--- config.mk ---
export PLATFORM = sky130hd
export DESIGN_NAME = fetch_stage
export DESIGN_NICKNAME = d
export VERILOG_FILES = /design/src/rtl/cpu_pkg.sv /design/src/rtl/fetch_stage.sv
export SDC_FILE = /design/constraint.sdc
export NUM_CORES = 1
export LEC_CHECK = 0
export ABC_AREA = 1
export CAP_MARGIN = 20
export CORE_MARGIN = 4
export CORE_UTILIZATION = 46
export CTS_BUF_LIST = sky130_fd_sc_hd__clkbuf_4
export DETAILED_ROUTE_END_ITERATION = 8
export PLACE_DENSITY = 0.82
export SLEW_MARGIN = 5
export SYNTH_ARGS = -nofsm -noshare
export SYNTH_HDL_FRONTEND = slang
export SYNTH_SLANG_ARGS = --single-unit
export TNS_END_PERCENT = 10
--- constraint.sdc ---
create_clock -name clk -period 1.4 [get_ports clk]
set_clock_uncertainty 0.1 [all_clocks]
set_input_delay 0.28 -clock clk [delete_from_list [all_inputs] [get_ports clk]]
set_output_delay 0.28 -clock clk [all_outputs]
set_load 0.01 [all_outputs]
--- src/rtl/cpu_pkg.sv ---
// cpu_pkg: shared constants and types for the 16-bit pipelined CPU.
package cpu_pkg;
  localparam logic [3:0]  HLT_OPCODE = 4'hF;
  localparam logic [15:0] NOP_INSTR  = 16'h0000;
  localparam logic [15:0] RESET_PC   = 16'h0000;
  typedef enum logic [0:0] {RUN = 1'b0, HALTED = 1'b1} fetch_state_e;
  typedef struct packed {
    logic [15:0] pc;
    logic [15:0] instr;
    logic        valid;
  } if_id_t;
  localparam if_id_t IF_ID_BUBBLE = '{pc: 16'h0000, instr: NOP_INSTR, valid: 1'b0};
endpackage

--- src/rtl/fetch_stage.sv ---
// fetch_stage: PC, instruction-memory read port and IF/ID register with stall, redirect and halt.
module fetch_stage
  import cpu_pkg::*;
(
  input  logic        clk,
  input  logic        rst_n,
  input  logic        stall_i,
  input  logic        redirect_i,
  input  logic [15:0] redirect_pc_i,
  output logic [15:0] im_addr_o,
  output logic        im_rd_en_o,
  input  logic [15:0] im_instr_i,
  output logic [15:0] if_id_pc_o,
  output logic [15:0] if_id_instr_o,
  output logic        if_id_valid_o,
  output logic        halted_o
);
  logic [15:0]  pc;
  logic [15:0]  pc_next;
  if_id_t       if_id;
  fetch_state_e state;
  logic         is_hlt;
  assign pc_next       = pc + 16'd1;
  assign is_hlt        = im_instr_i[15:12] == HLT_OPCODE;
  assign im_addr_o     = pc;
  assign im_rd_en_o    = (state == RUN) && !stall_i;
  assign if_id_pc_o    = if_id.pc;
  assign if_id_instr_o = if_id.instr;
  assign if_id_valid_o = if_id.valid;
  assign halted_o      = state == HALTED;
  // Redirect beats stall; halt detection only applies to real fetches in RUN.
  always_ff @(posedge clk or negedge rst_n) begin
    if (!rst_n) begin
      pc    <= RESET_PC;
      if_id <= IF_ID_BUBBLE;
      state <= RUN;
    end else if (redirect_i) begin
      pc    <= redirect_pc_i;
      if_id <= IF_ID_BUBBLE;
      state <= RUN;
    end else if (!stall_i) begin
      if (state == RUN) begin
        if_id <= '{pc: pc_next, instr: im_instr_i, valid: 1'b1};
        if (is_hlt) state <= HALTED;
        else pc <= pc_next;
      end else begin
        if_id <= IF_ID_BUBBLE;
      end
    end
  end
endmodule

Word-level counts from Yosys, hierarchy flattened
Cells that the tools add are included.
W data, S select, Z words.
{"block": "word_totals", "out_inout_bits": 51, "register_bits": 50}
{"block": "classes", "mux": 11, "n_addsub": 1, "reduce_logical": 3, "n_eq_ne": 4, "bitwise": 1}
{"operator": "$mux W33", "n": 3}
{"operator": "$mux W16", "n": 4}
{"operator": "$add A16 B1 Y16 const B", "n": 1}
{"operator": "$eq A4 B4 Y1 const B", "n": 1}
{"operator": "$mux W1", "n": 4}
{"operator": "$ne A2 B2 Y1 const B", "n": 2}
{"operator": "$reduce_and A3 Y1", "n": 1}
{"operator": "$ne A2 B1 Y1 const B", "n": 1}
{"operator": "$logic_and A1 B1 Y1", "n": 1}
{"operator": "$logic_not A1 Y1", "n": 1}
{"operator": "$not A1 Y1", "n": 1}

Logic depth before layout (Yosys ltp)
{"block": "logic_depth", "ltp_word": 5, "ltp_mapped": 9}

Worst setup path before layout
OpenSTA, ideal clock, no wires.
{"block": "synth_path", "kind": "flip-flop to flip-flop", "startpoint": "reg pc[1] (netlist: im_addr_o[1])", "endpoint": "reg pc[14] (netlist: im_addr_o[14])", "path_buffers": 0, "synth_period_minus_slack_ns": 1.410, "arrival_time_ns": 1.194, "setup_ns": 0.116, "setup_slack_ns": -0.010, "path_stages_with_launch": 9, "path_cell_list": "dfrtp_1 ha_1 nand3_1 nor2_2 nand3_1 nand2_1 nand2_1 nand2_1 nand2_1"}
{"block": "synth_between", "elab_chain_cells": 5}
{"item": "start: declaration", "line_no": "fetch_stage.sv:18", "text": "logic [15:0] pc;"}
{"item": "start signal: assignment", "line_no": "fetch_stage.sv:38", "text": "pc <= redirect_pc_i;"}
{"item": "start signal: assignment", "line_no": "fetch_stage.sv:45", "text": "else pc <= pc_next;"}
{"item": "$add A16 B1 Y16", "line_no": "fetch_stage.sv:23", "text": "assign pc_next = pc + 16'd1;"}
{"item": "$mux W16", "line_no": "fetch_stage.sv:44", "text": "if (is_hlt) state <= HALTED;"}
{"item": "$mux W16", "line_no": "fetch_stage.sv:42", "text": "if (state == RUN) begin"}
{"item": "$mux W16", "line_no": "fetch_stage.sv:41", "text": "end else if (!stall_i) begin"}
{"item": "$mux W16", "line_no": "fetch_stage.sv:37", "text": "end else if (redirect_i) begin"}
Every way passes these cells. The select of a mux whose other input is x is not followed.
A chain may end at the register's enable or synchronous reset.

Final worst setup path
{"block": "layout_path", "startpoint": "reg state (netlist: halted_o)", "endpoint": "out im_rd_en_o"}
{"block": "layout_between", "elab_chain_cells": 2}
{"item": "start: declaration", "line_no": "fetch_stage.sv:21", "text": "fetch_state_e state;"}
{"item": "start signal: assignment", "line_no": "fetch_stage.sv:36", "text": "state <= RUN;"}
{"item": "start signal: assignment", "line_no": "fetch_stage.sv:40", "text": "state <= RUN;"}
{"item": "start signal: assignment", "line_no": "fetch_stage.sv:44"}
{"item": "$not A1 Y1"}
{"item": "$logic_and A1 B1 Y1", "line_no": "fetch_stage.sv:26", "text": "assign im_rd_en_o = (state == RUN) && !stall_i;"}
{"item": "end: declaration", "line_no": "fetch_stage.sv:11", "text": "output logic im_rd_en_o,"}
Every way passes these cells.

==> run metrics <==
Die W=79.9 um; H-tree levels=2; Max rail drop VDD=around 0.76 mV; clock power share=23.9%; most used cell, CP=buf_6; Mapped Cells=277; Logic pwr share=30.5%; count of final hold-check violations=0; Worst-path clk slew=around 130 ps; routed wire length=8.24 mm; Sw Ratio=30.4%; failing checks=negative setup slack; Die Ht=79.9 um; cell chain of the critical path=buf_6 -> nor2_4 -> buf_6; slowest cell on the critical path=dfrtp_1; Synth cell types=21; Worst Tran Pin Value=358 ps; RSZ-0062 raised after global routing=true; Inserted Clock Buffers=5; endpoints failing setup=54; DRT Pass-1 Iters=4; CTS tree=yes; Max FO, Critical Path=5; Crit. End Element=output pin; total congestion overflow=0; Synth Area per Inst=8.58 sq um; leak pwr=1.98 nW; #FFs+latches synth=50; top cell type's share of synthesized area=52.7%; CTS Root Buffer Type=clkbuf_4; Total Power=3.62 mW; Fill cells=318; Skew-Pair Late Insertion Delay=380 ps; Area growth syn-to-layout=59.8%; Max Cap Viol=0; area leader, netlist=dfrtp_1; I/O pins=87; Net Count, Synth=314; core area=between 4000 and 5000 sq um; most common cell after layout, fill and taps aside=nand2_1; post-route setup TNS=-4210 ps; Remaining DRCs=0; post-route design area=3800 sq um; Post-DP Area=3500 sq um; n_diodes=0; largest net degree at the start of global routing=37; register share of total power=45.5%; die area=6380 sq um; Max Freq=0.638 GHz; Switch Pwr=~1.1 mW; Multi-input gate area=1140 sq um; Yosys Warn Count=0; Sink Count=50; first-pass GRT wire length=12.2 mm; Routed WL per cell=17.0 um; share of layout cells above drive strength 1=between 30% and 40%; initial antenna violation count=0; final period utilization=112%; # port buffers=86; R2R depth=8; Synth Cell Area=2380 sq um; synth top area cells=dfrtp_1, nand2_1, a22o_1, inv_1, nand3_1; Pwr Density=roughly 950 nW/um^2; Final WS setup=-168 ps; Iteration-0 DRC Markers=134; Final min period=between 1500 and 2000 ps; CP Class=reg2out; post-DP HPWL=4.86 mm; Register Area=about 1300 sq um; pins over their slew limit=0; antenna-violating nets left=0; critical path launch point type=flip-flop; initial core utilization=49.0%; most frequent cells in the layout=nand2_1, dfrtp_1, buf_4; crit path DAT=1190 ps; Via Count=2508; cell internal pwr=2.52 mW; maximum root-to-sink buffer count=2; Vias/cell=5.18; Worst EP required=1020 ps; register area share after synthesis=52.7%; GRT Overall Usage=approximately 24%; vias in the first global route=2555; relative slew slack=76.1%; final net count=453; Hold Crit Class=in2async; row cnt=25; crit-path max cell delay=410 ps; global placer's final weighted congestion=~0.88; status=complete, but fails checks
## flip-flops by register name, summed over array words and instances (netlist names)
signal / flops
if_id_valid_o: 1
im_addr_o: 16
if_id_pc_o: 16
halted_o: 1
if_id_instr_o: 16
## through the flow
stage / hold slack, ps / util [%] / setup slack, ps / instances
floorplan: -116 / - / -10.2 / 277
global placement: 96.9 / 72.3 / -426 / 450
detailed placement: 98.4 / 72.3 / -440 / 450
CTS: 238 / 77.7 / -138 / 475
global route: 240 / 78.3 / -233 / 484
finish: 229 / 78.3 / -168 / 484
## worst paths after layout
path | start | to | slack (ps)
setup / recovery | halted_o$_DFFE_PN0P_ | im_rd_en_o | -170
hold / removal | rst_n | if_id_instr_o[14]$_DFFE_PN0P_ | 230
setup reg to reg | halted_o$_DFFE_PN0P_ | im_addr_o[2]$_DFFE_PN0P_ | -160
min in group clk | redirect_pc_i[4] | im_addr_o[4]$_DFFE_PN0P_ | 360
hold reg to reg | if_id_pc_o[13]$_DFFE_PN0P_ | if_id_pc_o[13]$_DFFE_PN0P_ | 400
max in group asynchronous | rst_n | im_addr_o[2]$_DFFE_PN0P_ | 440
## per-layer routing
layer  wire, um  global-route usage (%)  part of all wire [%]  vias up
li1           -                       -                     -     1172
met3        611                    6.21                   7.4       24
met5          0                       0                     0        -
met4        247                    6.59                   3.0        0
met2       4180                    43.7                    51      115
met1       3200                    29.1                    39     1197
## synthesized netlist by cell type
master and number:
nand2_1 108, dfrtp_1 50, inv_1 22, a22o_1 17, nand3_1 15, nor2_1 10
nor2_2 7, o21ai_0 7, buf_2 6, nand2_2 6, xor2_1 6, nand4_1 4
o21ai_1 4, nor2_4 3, o211ai_1 3, a32o_1 2, buf_4 2, inv_2 2
buf_6 1, ha_1 1, xnor2_1 1
## final cells by class
cell class              count  share of cell area, %
inverters                  24                   2.50
clock inverters             1                  0.791
well taps                  67                   2.21
clock buffers               7                   1.38
flip-flops and latches     50                   33.0
multi-input cells         194                   30.1
repair buffers            141                   30.0
## worst max-delay path, delay by kind of cell, from the launching register on
kind	cells	cell delay, ps
and+or+nand+nor	1	150
DFF	1	410
buffers and inverters	2	250
## cells by family after synthesis
| kind of cell | count (synthesis) | synth area share, % |
|---|---|---|
| compound gates | 33 | 10.4 |
| xor+xnor | 7 | 2.58 |
| fa+ha+maj | 1 | 0.527 |
| buf+inv | 33 | 6.16 |
| flops | 50 | 52.7 |
| simple gates | 153 | 27.7 |
## repair_timing
action,CTS,global route
hold endpoints to repair,14,0
pin swaps,5,16
endpoints found under the setup margin,64,86
gates resized for setup,175,74
buffers inserted,16,9
hold buffers,1,0
## power groups by stage
stage | combinational (mW) | sequential (mW) | clock (mW)
6_report | 1.10 | 1.65 | 0.866
5_1_grt | 1.18 | 1.66 | 0.958
4_1_cts | 1.00 | 1.64 | 0.883
3_5_place_dp | 0.909 | 1.69 | 0
3_3_place_gp | 0.891 | 1.69 | 0
2_1_floorplan | 0.298 | 1.75 | 0
No activity file was read; power rests on OpenSTA's default activity.
